### config.mk
export PLATFORM = sky130hd
export DESIGN_NAME = vfu_request_buffer_flat
export DESIGN_NICKNAME = d
export VERILOG_FILES = /design/src/rtl/vfu_request_buffer_if.sv /design/src/rtl/vfu_request_buffer.sv /design/src/flat_wrapper.sv
export SDC_FILE = /design/constraint.sdc
export NUM_CORES = 1
export LEC_CHECK = 0
export BUFFER_PORTS_ARGS = -buffer_cell sky130_fd_sc_hd__buf_4
export CORE_MARGIN = 10
export CORE_UTILIZATION = 61
export DETAILED_ROUTE_END_ITERATION = 16
export PLACE_DENSITY = 0.84
export REMOVE_ABC_BUFFERS = 1
export SLEW_MARGIN = 20
export SYNTH_ARGS = -nofsm -noshare
export SYNTH_HDL_FRONTEND = slang
export SYNTH_SLANG_ARGS = --single-unit
### constraint.sdc
create_clock -name clock -period 19.3 [get_ports clock]
set_input_delay 1.93 -clock clock [delete_from_list [all_inputs] [get_ports clock]]
set_output_delay 1.93 -clock clock [all_outputs]
set_load 0.005 [all_outputs]
### src/rtl/vfu_request_buffer_if.sv
`default_nettype none
// ============================================================================
// Module   : vfu_request_buffer_if
// Purpose  : Request, dispatch, completion and status signals between the
//            lane-slot arbiter, the request buffer and the VFU input port.
// Revision : 1.0 - initial release
// ============================================================================
interface vfu_request_buffer_if #(
  parameter int DEPTH     = 4,
  parameter int PAYLOAD_W = 206,
  parameter int TAG_W     = 2
);
  localparam int CNT_W = $clog2(DEPTH) + 1;

  // Arbiter -> buffer
  logic                 in_valid;
  logic                 in_ready;
  logic [PAYLOAD_W-1:0] in_bits;
  logic [TAG_W-1:0]     in_tag;
  // Buffer -> VFU
  logic                 out_valid;
  logic                 out_ready;
  logic [PAYLOAD_W-1:0] out_bits;
  logic [TAG_W-1:0]     out_tag;
  // VFU completions
  logic                 resp_valid;
  logic [TAG_W-1:0]     resp_tag;
  // Control and status
  logic                 flush;
  logic [CNT_W-1:0]     count;
  logic                 busy;
  logic                 resp_underflow;

  // Buffer side
  modport slave (
    input  in_valid, in_bits, in_tag, out_ready, resp_valid, resp_tag, flush,
    output in_ready, out_valid, out_bits, out_tag, count, busy, resp_underflow
  );

  // Driver side (arbiter / VFU / environment)
  modport master (
    output in_valid, in_bits, in_tag, out_ready, resp_valid, resp_tag, flush,
    input  in_ready, out_valid, out_bits, out_tag, count, busy, resp_underflow
  );
endinterface
`default_nettype wire

### src/rtl/vfu_request_buffer.sv
`default_nettype none
// ============================================================================
// Module   : vfu_request_buffer
// Purpose  : Registered FIFO between the slot arbiter and the VFU. Tracks
//            in-flight requests per tag and holds the head back while its
//            tag already has MAX_OUT requests outstanding at the VFU.
// Revision : 1.0 - initial release
// ============================================================================
module vfu_request_buffer #(
  parameter int DEPTH     = 4,
  parameter int PAYLOAD_W = 206,
  parameter int TAG_W     = 2,
  parameter int MAX_OUT   = 2
) (
  input wire clock,
  input wire reset,          // asynchronous, active low
  vfu_request_buffer_if.slave bus
);

  localparam int PTR_W  = $clog2(DEPTH);
  localparam int CNT_W  = PTR_W + 1;
  localparam int OCNT_W = $clog2(MAX_OUT + 1);
  localparam int NTAGS  = 1 << TAG_W;

  // Control state
  logic [PTR_W-1:0]  wr_ptr_q, wr_ptr_d;
  logic [PTR_W-1:0]  rd_ptr_q, rd_ptr_d;
  logic [CNT_W-1:0]  count_q, count_d;
  logic [OCNT_W-1:0] outstanding_q [NTAGS];
  logic [OCNT_W-1:0] outstanding_d [NTAGS];
  logic              resp_underflow_q, resp_underflow_d;

  // Storage (not reset)
  logic [PAYLOAD_W-1:0] mem_bits_q [DEPTH];
  logic [PAYLOAD_W-1:0] mem_bits_d [DEPTH];
  logic [TAG_W-1:0]     mem_tag_q  [DEPTH];
  logic [TAG_W-1:0]     mem_tag_d  [DEPTH];

  logic             w_in_ready;
  logic             w_out_valid;
  logic             w_stall;
  logic             w_push;
  logic             w_pop;
  logic             w_push_en;
  logic             w_pop_en;
  logic             w_busy;
  logic [TAG_W-1:0] w_head_tag;

  // Handshake and dispatch gating, all derived from registered state only
  always_comb begin
    w_head_tag  = mem_tag_q[rd_ptr_q];
    w_in_ready  = (count_q < CNT_W'(DEPTH));
    w_stall     = (outstanding_q[w_head_tag] == OCNT_W'(MAX_OUT));
    w_out_valid = (count_q != '0) && !w_stall;
    w_push      = bus.in_valid && w_in_ready;
    w_pop       = w_out_valid && bus.out_ready;
    // A flush discards any handshake of its own cycle
    w_push_en   = w_push && !bus.flush;
    w_pop_en    = w_pop && !bus.flush;
  end

  // Pointer and occupancy next-state
  always_comb begin
    wr_ptr_d = wr_ptr_q;
    rd_ptr_d = rd_ptr_q;
    count_d  = count_q;
    if (bus.flush) begin
      wr_ptr_d = '0;
      rd_ptr_d = '0;
      count_d  = '0;
    end else begin
      if (w_push_en) wr_ptr_d = wr_ptr_q + PTR_W'(1);
      if (w_pop_en)  rd_ptr_d = rd_ptr_q + PTR_W'(1);
      case ({w_push_en, w_pop_en})
        2'b10:   count_d = count_q + CNT_W'(1);
        2'b01:   count_d = count_q - CNT_W'(1);
        default: count_d = count_q;
      endcase
    end
  end

  // Per-tag in-flight counters; a dispatch and a completion of the same tag cancel
  always_comb begin
    logic inc;
    logic dec;
    inc              = 1'b0;
    dec              = 1'b0;
    resp_underflow_d = resp_underflow_q;
    for (int t = 0; t < NTAGS; t++) begin
      inc              = w_pop_en && (w_head_tag == TAG_W'(t));
      dec              = bus.resp_valid && (bus.resp_tag == TAG_W'(t));
      outstanding_d[t] = outstanding_q[t];
      if (inc && !dec) begin
        outstanding_d[t] = outstanding_q[t] + OCNT_W'(1);
      end else if (dec && !inc) begin
        if (outstanding_q[t] == '0) resp_underflow_d = 1'b1;
        else                        outstanding_d[t] = outstanding_q[t] - OCNT_W'(1);
      end
    end
  end

  // Busy whenever any tag has a request at the VFU
  always_comb begin
    w_busy = 1'b0;
    for (int t = 0; t < NTAGS; t++) begin
      w_busy = w_busy | (outstanding_q[t] != '0);
    end
  end

  // Storage write on accepted push
  always_comb begin
    mem_bits_d = mem_bits_q;
    mem_tag_d  = mem_tag_q;
    if (w_push_en) begin
      mem_bits_d[wr_ptr_q] = bus.in_bits;
      mem_tag_d[wr_ptr_q]  = bus.in_tag;
    end
  end

  // Control registers, cleared immediately by reset
  always_ff @(posedge clock or negedge reset) begin
    if (!reset) begin
      wr_ptr_q         <= '0;
      rd_ptr_q         <= '0;
      count_q          <= '0;
      resp_underflow_q <= 1'b0;
      for (int t = 0; t < NTAGS; t++) outstanding_q[t] <= '0;
    end else begin
      wr_ptr_q         <= wr_ptr_d;
      rd_ptr_q         <= rd_ptr_d;
      count_q          <= count_d;
      resp_underflow_q <= resp_underflow_d;
      for (int t = 0; t < NTAGS; t++) outstanding_q[t] <= outstanding_d[t];
    end
  end

  // Payload storage registers, intentionally without reset
  always_ff @(posedge clock) begin
    mem_bits_q <= mem_bits_d;
    mem_tag_q  <= mem_tag_d;
  end

  assign bus.in_ready       = w_in_ready;
  assign bus.out_valid      = w_out_valid;
  assign bus.out_bits       = mem_bits_q[rd_ptr_q];
  assign bus.out_tag        = w_head_tag;
  assign bus.count          = count_q;
  assign bus.busy           = w_busy;
  assign bus.resp_underflow = resp_underflow_q;

endmodule
`default_nettype wire

### src/flat_wrapper.sv
// flat-port wrapper written by rule: the top's interface ports become plain ports
module vfu_request_buffer_flat 
#(
  parameter int DEPTH     = 4,
  parameter int PAYLOAD_W = 206,
  parameter int TAG_W     = 2,
  parameter int MAX_OUT   = 2
)
  (clock, reset, bus_in_valid, bus_in_bits, bus_in_tag, bus_out_ready, bus_resp_valid, bus_resp_tag, bus_flush, bus_in_ready, bus_out_valid, bus_out_bits, bus_out_tag, bus_count, bus_busy, bus_resp_underflow);
  vfu_request_buffer_if #(.DEPTH(DEPTH), .PAYLOAD_W(PAYLOAD_W), .TAG_W(TAG_W)) bus_i ();
  input wire clock;
  input wire reset;
  input wire logic [$bits(bus_i.in_valid)-1:0] bus_in_valid;
  input wire logic [$bits(bus_i.in_bits)-1:0] bus_in_bits;
  input wire logic [$bits(bus_i.in_tag)-1:0] bus_in_tag;
  input wire logic [$bits(bus_i.out_ready)-1:0] bus_out_ready;
  input wire logic [$bits(bus_i.resp_valid)-1:0] bus_resp_valid;
  input wire logic [$bits(bus_i.resp_tag)-1:0] bus_resp_tag;
  input wire logic [$bits(bus_i.flush)-1:0] bus_flush;
  output wire logic [$bits(bus_i.in_ready)-1:0] bus_in_ready;
  output wire logic [$bits(bus_i.out_valid)-1:0] bus_out_valid;
  output wire logic [$bits(bus_i.out_bits)-1:0] bus_out_bits;
  output wire logic [$bits(bus_i.out_tag)-1:0] bus_out_tag;
  output wire logic [$bits(bus_i.count)-1:0] bus_count;
  output wire logic [$bits(bus_i.busy)-1:0] bus_busy;
  output wire logic [$bits(bus_i.resp_underflow)-1:0] bus_resp_underflow;
  assign bus_i.in_valid = bus_in_valid;
  assign bus_i.in_bits = bus_in_bits;
  assign bus_i.in_tag = bus_in_tag;
  assign bus_i.out_ready = bus_out_ready;
  assign bus_i.resp_valid = bus_resp_valid;
  assign bus_i.resp_tag = bus_resp_tag;
  assign bus_i.flush = bus_flush;
  assign bus_in_ready = bus_i.in_ready;
  assign bus_out_valid = bus_i.out_valid;
  assign bus_out_bits = bus_i.out_bits;
  assign bus_out_tag = bus_i.out_tag;
  assign bus_count = bus_i.count;
  assign bus_busy = bus_i.busy;
  assign bus_resp_underflow = bus_i.resp_underflow;
  vfu_request_buffer #(.DEPTH(DEPTH), .PAYLOAD_W(PAYLOAD_W), .TAG_W(TAG_W), .MAX_OUT(MAX_OUT)) u_core (.clock(clock), .reset(reset), .bus(bus_i));
endmodule
After elaboration in Yosys (flattened, before gate mapping)

Index checks and enable logic that the tools add are counted.

Register bits: 848
Latch bits: 0
RAM bits: 0
Memory bits (read-only): 0
Input bits: 216
Output and inout port bits: 215
Word-level logic and storage cells: 151
Memories: 0

$add $sub $neg: 12
Multipliers: 0
Divide/modulo/power cells: 0
Magnitude comparators: 5
Eq/ne operators: 13
Shifts and indexed selects: 0
Mux-type cells: 45
Bitwise operators: 6
Reductions and logical operators: 54

Operators with widths:

| operator                                                                 | count |
|---|---|
| 824-bit bitwise mux                                                      | 1 |
| 206-bit 2-to-1 mux                                                       | 3 |
| 206-bit binary-select mux with 2-bit select                              | 1 |
| 206-bit demux with 2-bit select                                          | 1 |
| 2-bit 2-to-1 mux                                                         | 21 |
| 1-bit logical AND                                                        | 22 |
| 2-bit nonzero test                                                       | 10 |
| 2-bit by 1-bit adder with 2-bit output (second input constant)           | 6 |
| 2-bit == test (second input constant)                                    | 6 |
| 2-bit zero test                                                          | 6 |
| 1-bit 2-to-1 mux                                                         | 12 |
| 1-bit zero test                                                          | 10 |
| 3-bit greater-or-equal comparator (second input constant)                | 3 |
| 2-bit inverter with 3-bit output                                         | 3 |
| 2-bit binary-select mux with 2-bit select                                | 2 |
| 8-bit bitwise mux                                                        | 1 |
| 2-bit by 1-bit inequality test with 1-bit output (second input constant) | 4 |
| 2-bit AND reduction                                                      | 4 |
| 2-bit by 1-bit subtractor with 2-bit output (second input constant)      | 4 |
| 2-bit by 1-bit == test with 1-bit output (second input constant)         | 3 |
| 3-bit case mux with 2 select lines                                       | 1 |
| 3-bit nonzero test                                                       | 2 |
| 2-bit demux with 2-bit select                                            | 1 |
| 3-bit by 1-bit adder with 3-bit output (second input constant)           | 1 |
| 5 further kinds                                                          | 7 |

Logic depth before layout (Yosys ltp)

Gate-level depths: netlist (run 1).

Depth in word-level cells: 27
Depth in mapped cells: 12
Mapped depth without buffers: 9

Least setup slack after synthesis (run 1)

No wires, ideal clock.

Path type: input-to-reg
Start point: input bus_flush
End point: register u_core.mem_bits_q[0] in the netlist's numbering, enable pin
Setup time: 0.595 ns
Data arrival time: 7.049 ns
Required time: 18.705 ns
Setup slack: 11.655 ns
Stages on the path: 3
Path buffers: 1
Cells stage by stage: clkbuf_1 nor2_1 and2_1

Word-level cells in the longest chain between the ends: 2

RTL lines:

| element              | RTL line                  | RTL |
|---|---|---|
| from (decl)          | flat_wrapper.sv:19        | `input wire logic [$bits(bus_i.flush)-1:0] bus_flush;` |
| 1-bit zero test      | vfu_request_buffer.sv:58  | `w_push_en = w_push && !bus.flush;` |
| 1-bit logical AND    | vfu_request_buffer.sv:58  |  |
| to (signal assigned) | vfu_request_buffer.sv:139 | `mem_bits_q <= mem_bits_d;` |
| to (decl)            | vfu_request_buffer.sv:34  | `logic [PAYLOAD_W-1:0] mem_bits_q [DEPTH];` |

Every way passes these cells.
A chain may end at the register's enable or synchronous reset.

Worst setup path after layout (run 1)

Start point: register u_core.rd_ptr_q[0]
End point: output bus_out_bits[72]

Word-level cells in the longest chain between the ends: 4

RTL lines:

| element                                                | RTL line                  | RTL |
|---|---|---|
| from (decl)                                            | vfu_request_buffer.sv:27  | `logic [PTR_W-1:0] rd_ptr_q, rd_ptr_d;` |
| from (signal assigned)                                 | vfu_request_buffer.sv:130 | `rd_ptr_q <= rd_ptr_d;` |
| 2-bit inverter with 3-bit output (implied by the code) | vfu_request_buffer.sv:145 | `assign bus.out_bits = mem_bits_q[rd_ptr_q];` |
| 206-bit binary-select mux with 2-bit select            | vfu_request_buffer.sv:145 |  |
| 206-bit 2-to-1 mux (implied by the code) (2 in a row)  | vfu_request_buffer.sv:145 |  |
| to (decl)                                              | flat_wrapper.sv:22        | `output wire logic [$bits(bus_i.out_bits)-1:0] bus_out_bits;` |

Every way passes these cells. The select of a mux whose other input is x is not followed.

==> impl_metrics.csv, run 1 <==
group,metric,value,unit
cts,hold_buffers,0,
layout,multi_input_area,0.00550,mm2
floorplanning,die-width,246,um
drt,firstDrtPassIters,5,
sta,fin_tns_setup,0,ns
cts,cts_resized,0,
pwr,seqPwrFrac,0.465,
synth,ys_seq_area_frac,0.815,
synth,synthCells,1238,
floorplanning,core_area,0.0503,mm2
synth,ys_top_cells_by_area,"edfxtp_1, mux4_2, dfrtp_1",
synth,synthArstFlopShare,0.0189,
sta,clock-skew-final,0.0163,ns
floorplanning,io_pins,431,
drt,drtIter0Drc,1416,
setup_path,timing.critical_path.mode_cell,"buf_4",
cts,cts.clk_slew.worst_paths,0.07,ns
sta,max_freq,0.173,GHz
setup_path,path_cells,"buf_4, buf_4, mux4_2, buf_4",
drt,routedWlPerCell,30.3,um
sta,slew_viol_final,0,
layout,regArea,0.0254,mm2
layout,final_util,0.750,
layout,fin_nets,1945,
sta,rsz0062_at_grt,"false",
cts,clockRootBuffer,"clkbuf_16",
pwr,pwr-share-clk,0.318,
floorplanning,start_util,0.619,
grt,antenna_found_initial,14,
sta,maxSlewHeadroom,0.195,
sta,fin_ws,13.50,ns
cts,cts_tree,"done",
setup_path,critPathMaxStageDelay,0.89,ns
drt,ant_nets,0,
cts,cts-buffers-inserted,81,
sta,finalSetupViolations,0,
run_status,status,"completed",
synth,yosys.area.top_type_share,0.802,
synth,synth_cell_types,37,
setup_path,critPathBufInv,3,
grt,grt_max_degree,160,
pwr,p_sw_frac,0.252,
sta,hold_viol,0,
placement,port_buffers,430,
drt,drc,0,
drt,avgViaCountPerCell,6.15,
grt,grt_pass1_vias,16100,
layout,n_fill_cell,2548,
grt,grt-ovfl-total,0,
setup_path,cp_slowest_cell,"buf_4",
cts,htree_levels,3,
cts,cts.sinks,848,
floorplanning,dieHeight,246,um
layout,drive_above_1_share,0.435,
cts,clock_latency,0.63,ns
pwr,p_int,3560,uW
cts,postCtsSetupRepairBufs,0,
sta,fin_hold_ws,0.554,ns
synth,postSynthAreaPerCell,25.2,um2
synth,synth.most_common_cell,"edfxtp_1",
run,drv_cap,0,
sta,worstMarginPinSlew,1.21,ns
floorplanning,fp-row-count,82,
synth,synth_common_cells,"edfxtp_1, mux4_2, buf_1, nor2_1, dfrtp_1",
cts,cts_buffer_depth,3,
setup_path,setup.worst_path.start_class,"register",
layout,syn_to_final_growth,21.1,%
synth,synth_edf_count,832,
pwr,p_leak,0.0127,uW
pwr,comb_power_share,0.217,
sta,min_period,5.80,ns
grt,grt_pass1_wl,109000,um
placement,gp_congestion,0.756,
pwr,p_sw,1200,uW
drt,routed_wl,74500,um
synth,yosys_warnings,0,
setup_path,crit_fanout,49,
setup_path,cp.required,17.37,ns
synth,synth_area,0.0311,mm2
pwr,cellPowerDensity,126,mW/mm2
placement,place_ws,13.54,ns
pwr,power.total,4760,uW
setup_path,endpoint_kind,"output port",
floorplanning,die_area,0.0605,mm2
grt,grt_usage,0.247,
setup_path,arrival,3.87,ns
sta,fin_crit_sh,0.300,
pwr,ir_drop,0.133,mV
worst_hold_path,hold_class,"reg2reg",
drt,vias,15122,
synth,ys_dominant_reg_cell,"edfxtp_1",
setup_path,cp_top_family,"buffers and inverters",
synth,synth_seq_cells,848,
synth,synth_top_area_cell,"edfxtp_1",
placement,hpwl,43600,um
setup_path,critPathKind,"reg2out",
sequential cells by signal, indices dropped and copies added (netlist names):
| signal | flops |
|---|---|
| u_core.mem_tag_q | 8 |
| u_core.wr_ptr_q | 2 |
| u_core.mem_bits_q | 824 |
| u_core.rd_ptr_q | 2 |
| u_core.bus.count | 3 |
| u_core.outstanding_q | 8 |
| u_core.bus.resp_underflow | 1 |
path summary, 6_finish.rpt:
path                                                      from                                   to  slack [ns]  depth (start not counted)
max                             u_core.rd_ptr_q[0]$_DFFE_PN0P_                     bus_out_bits[72]       13.50                          4
min                        u_core.bus.resp_underflow$_DFF_PN0_  u_core.bus.resp_underflow$_DFF_PN0_        0.55                          2
max reg2reg                    u_core.bus.count[2]$_DFFE_PN0P_     u_core.mem_bits_q[725]$_DFFE_PP_       15.63                          6
min reg2reg                u_core.bus.resp_underflow$_DFF_PN0_  u_core.bus.resp_underflow$_DFF_PN0_        0.55                          2
max in group asynchronous                                reset       u_core.rd_ptr_q[0]$_DFFE_PN0P_       17.91                          1
min in group asynchronous                                reset      u_core.bus.count[2]$_DFFE_PN0P_        1.17                          1
layout by cell type (no fill, tap or decap), types with 9 or more instances in the layout:
master	netlist	final
clkinv_1	0	17
ha_1	12	12
buf_4	0	443
edfxtp_1	832	832
nor2b_1	13	13
mux4_2	208	208
dfrtp_1	16	14
diode_2	0	9
clkinv_2	0	14
inv_1	11	11
nor2_1	18	18
o21ai_0	10	10
clkbuf_16	0	82
nand2_1	14	14
clkbuf_1	13	19
final cells by class:
cell class / instances / share of cell area
Antenna cell: 9 / 0.000597
Clock buffer: 101 / 0.0563
Clock inverter: 45 / 0.0102
Inverter: 11 / 0.00110
Multi-Input combinational cell: 328 / 0.146
Sequential cell: 848 / 0.674
Tap cell: 672 / 0.0223
Timing Repair Buffer: 446 / 0.0900
worst min-delay path: cells and delay by family (launching register included):
kind | cells | cell delay (ns)
and+or+nand+nor | 1 | 0.09
AOI/OAI and AO/OA | 1 | 0.06
DFF | 1 | 0.36
power groups by stage:
stage	logic, uW	registers, uW	clock network [uW]
3_5_place_dp	1010	2260	0
5_1_grt	1110	2220	1600
2_1_floorplan	588	2340	0
6_report	1030	2210	1510
3_3_place_gp	992	2250	0
4_1_cts	1040	2230	1530
kinds of logic after synthesis:
| family | after synthesis | share of synthesized area |
|---|---|---|
| buffers and inverters | 62 | 0.00852 |
| flip-flops | 848 | 0.815 |
| XOR/XNOR | 3 | 0.00129 |
| adder cells (fa/ha/maj) | 13 | 0.00546 |
| AND/OR/NAND/NOR | 75 | 0.0128 |
| AO/OA/AOI/OAI | 23 | 0.00450 |
| multiplexers | 214 | 0.152 |
metrics by stage:
| stage | cell area, um2 | cells |
|---|---|---|
| final | 37700 | 2460 |
| after global routing | 37700 | 2457 |
| after CTS | 37600 | 2450 |
| after detailed placement | 35100 | 2304 |
| after global placement | 35100 | 2304 |
| after floorplan | 30900 | 1187 |
per-layer routing:
layer  track usage  part of all wire  vias up
met5             0           0.00075        -
met4        0.0958             0.034        8
met3        0.0773             0.084      151
met2         0.420              0.53      768
met1         0.292              0.35     7947
li1              -                 -     6248
(Power assumes the default switching activity.)
==> inputs of run 2 (changes only) <==
--- a/config.mk
+++ b/config.mk
@@ -5,11 +5,12 @@
 export SDC_FILE = /design/constraint.sdc
 export NUM_CORES = 1
 export LEC_CHECK = 0
+export ABC_AREA = 1
 export BUFFER_PORTS_ARGS = -buffer_cell sky130_fd_sc_hd__buf_4
 export CORE_MARGIN = 10
-export CORE_UTILIZATION = 61
+export CORE_UTILIZATION = 57
 export DETAILED_ROUTE_END_ITERATION = 16
-export PLACE_DENSITY = 0.84
+export PLACE_DENSITY = 0.79
 export REMOVE_ABC_BUFFERS = 1
 export SLEW_MARGIN = 20
 export SYNTH_ARGS = -nofsm -noshare
==> constraint.sdc (replaced) <==
create_clock -name clock -period 5.6 [get_ports clock]
set_input_delay 0.56 -clock clock [delete_from_list [all_inputs] [get_ports clock]]
set_output_delay 0.56 -clock clock [all_outputs]
set_load 0.005 [all_outputs]
==> run 2 against run 1 <==
  * Cell count grew 39%
  * Sequential power grew to 3.4 times the previous value
  * Routed wire length grew 2.5%
  * Highest routed layer unchanged
  * Global-route usage shrank 2.4 points
  * Clock skew grew 0.010 ns
  * Via count grew 32%
  * Worst setup slack lost 12 ns
  * Sequential cell count is the same
  * Worst hold slack lost 0.43 ns
  * Register-to-register slack lost 13 ns
  * Cell area grew 1.5%
  * Utilization shrank 5.5 points
==> impl_metrics.csv, run 2 <==
group,metric,value,unit
run_status,status,"completed",
synth,synthXorXnorAreaFrac,0.00110,
drt,firstDrtPassIters,5,
synth,synthArstFlopShare,0.0189,
synth,muxShareOfSynthArea,0,
grt,grt_usage,0.223,
drt,routedWlPerCell,22.4,um
setup_path,endpoint_kind,"output port",
synth,synth_cell_types,29,
sta,rsz0062_at_grt,"false",
cts,cts.clk_slew.worst_paths,0.06,ns
sta,fin_tns_setup,0,ns
layout,final_common_cell,"edfxtp_1",
run,drv_cap,0,
floorplanning,io_pins,431,
sta,maxSlewHeadroom,0.255,
setup_path,cp.required,5.04,ns
sta,fin_crit_sh,0.745,
drt,vias,19950,
cts,cts.sinks,848,
layout,layout.cells.non_filler,3411,
setup_path,path_cells,"buf_4, buf_6, o21ai_0, o22ai_1, buf_4",
floorplanning,dieHeight,256,um
synth,synth_area,0.0318,mm2
floorplanning,die-width,256,um
sta,finalSetupViolations,0,
drt,drc,0,
floorplanning,start_util,0.577,
grt,antenna_found_initial,13,
setup_path,timing.critical_path.mode_cell,"buf_4",
cts,cts-buffers-inserted,82,
synth,synth_top_area_cell,"edfxtp_1",
sta,worstMarginPinSlew,1.12,ns
synth,yosys.area.top_type_share,0.786,
setup_path,cp_slowest_cell,"dfrtp_4",
layout,regArea,0.0254,mm2
placement,gp_congestion,0.834,
grt,grt_max_degree,207,
layout,drive_above_1_share,0.220,
synth,synth_common_cells,"edfxtp_1, nor2_1, o21ai_0, o22ai_1, clkbuf_1",
worst_hold_path,hold_class,"in2reg",
sta,min_period,4.17,ns
floorplanning,core_area,0.0551,mm2
setup_path,critPathBufInv,3,
setup_path,ff2ff_setup_slack,2.16,ns
synth,synth-simple-area-share,0.0637,
layout,reg_top3,"u_core.mem_bits_q: 824 flops, u_core.mem_tag_q: 8 flops, u_core.outstanding_q: 8 flops",
sta,max_freq,0.240,GHz
sta,hold_viol,0,
setup_path,cp_top_family,"buffers and inverters",
layout,largest_reg_flops,824,
synth,synthAdderAreaFrac,0.00536,
placement,dp_cells,3255,
grt,grt_pass1_wl,115000,um
grt,grt-ovfl-total,0,
sta,slew_viol_final,0,
drt,ant_nets,0,
synth,yosys_warnings,0,
setup_path,critPathMaxStageDelay,0.88,ns
grt,grt_pass1_vias,19436,
sta,clock-skew-final,0.0267,ns
cts,cts_tree,"done",
layout,multi_input_area,0.00573,mm2
synth,ys_seq_area_frac,0.799,
setup_path,setup.worst_path.start_class,"register",
cts,clockRootBuffer,"clkbuf_16",
floorplanning,fp-row-count,86,
synth,synthCells,2191,
synth,ys_top_cells_by_area,"edfxtp_1, o21ai_0, nor2_1",
pwr,p_leak,0.0134,uW
synth,synth_seq_cells,848,
synth,postSynthAreaPerCell,14.5,um2
setup_path,arrival,3.61,ns
layout,syn_to_final_growth,20.4,%
layout,top_register,"u_core.mem_bits_q",
placement,port_buffers,430,
synth,synth.most_common_cell,"edfxtp_1",
pwr,cellPowerDensity,426,mW/mm2
drt,routed_wl,76400,um
synth,synth_edf_count,832,
setup_path,critPathKind,"reg2out",
setup_path,crit_fanout,112,
cts,clock_latency,0.63,ns
drt,drtIter0Drc,2024,
pwr,ir_drop,0.402,mV
synth,synth-compound-area-share,0.109,
layout,final_cell_mix,"edfxtp_1, buf_4, nor2_1, o21ai_0, o22ai_1",
drt,avgViaCountPerCell,5.85,
layout,fin_nets,2821,
cts,htree_levels,3,
placement,hpwl,45000,um
synth,synth_top_family_by_area,"compound AO/OA/AOI/OAI gates",
synth,ys_dominant_reg_cell,"edfxtp_1",
layout,n_fill_cell,3562,
floorplanning,die_area,0.0656,mm2
cts,cts_buffer_depth,3,
-- run 2: cell types whose count changed after synthesis, sizes merged, moves of 37 or more --
cell    delta
nand2     +37
clkbuf   +113
nor2     +412
o22ai    +208
o21ai    +407
mux4     -208
-- run 2: cells by family (layout without fill, tap and decap cells) --
logic type	after synthesis	in the layout
compound gates	639	639
simple gates	512	512
other cells	0	4
buf+inv	175	643
xor+xnor	4	4
flops	848	848
fa+ha+maj	13	13
-- run 2: where the power goes --
group	switching [uW]	leakage, uW	internal, uW
registers	143	0.00775	7400
logic	2210	0.00440	1440
clock network	2290	0.00121	2830
total	4640	0.0134	11700
-- run 2: worst register-to-register path, cell delays in order, from the launching register on --
cell and delay, ns:
dfrtp_4 0.73, inv_8 0.55, nand2_1 0.15, nand3_1 0.14, nand2_2 0.13, nand2_1 0.09, nand2_1 0.05, nand2_1 0.06
nand2_1 0.10, nand2_4 0.11, nand3_4 0.09, nor2_2 0.18, nand3_1 0.13, inv_1 0.08, ha_1 0.13, inv_1 0.05
nand2_1 0.08, nor2_1 0.05, nand2_1 0.07, nand3_1 0.07, a311o_1 0.28
-- run 2: through the flow --
step           setup WS [ns]  utilization  area (um2)  hold WS (ns)  power, uW
2_1_floorplan          -8.96            -       31200         0.264       9490
3_3_place_gp            1.98        0.649       35800         0.435      11200
3_5_place_dp            1.80        0.649       35800         0.441      11300
4_1_cts                 1.12        0.694       38300        0.0914      16400
6_report                1.43        0.695       38300         0.123      16300
5_1_grt                 1.21        0.695       38300         0.102      17000
-- run 2: cell type report --
type,instances,area share
clock inverter,44,0.00883
timing repair buffer,455,0.0930
multi-input combinational,1168,0.150
tap,748,0.0245
sequential,848,0.664
antenna,4,0.000262
clock buffer,107,0.0561
inverter,37,0.00389
-- run 2: repair_timing --
item | 4_1_cts | 5_1_grt
endpoints found under the setup margin | 0 | 0
resized for setup | 0 | 0
hold buffers | 1 | 0
endpoints found under the hold margin | 16 | 0
setup buffers | 0 | 0
-- run 2: final timing paths --
path                                                     startpoint                                   to  cells past startpoint
min in group asynchronous                                     reset  u_core.outstanding_q[6]$_DFFE_PN0P_                      2
worst max register to register       u_core.rd_ptr_q[0]$_DFFE_PN0P_  u_core.bus.resp_underflow$_DFF_PN0_                     20
max in group asynchronous                                     reset       u_core.rd_ptr_q[0]$_DFFE_PN0P_                      2
worst max-delay path                 u_core.rd_ptr_q[0]$_DFFE_PN0P_                    bus_out_bits[103]                      5
worst min-delay path                                bus_in_bits[71]     u_core.mem_bits_q[483]$_DFFE_PP_                      1
worst min register to register  u_core.outstanding_q[3]$_DFFE_PN0P_  u_core.outstanding_q[3]$_DFFE_PN0P_                      1
-- run 2: layer usage --
metal / track usage / wire, um / up-vias
li1: - / - / 9036
met1: 0.274 / 28700 / 9907
met2: 0.374 / 38800 / 864
met3: 0.0653 / 6780 / 127
met4: 0.0754 / 2020 / 16
met5: 0 / 94 / -
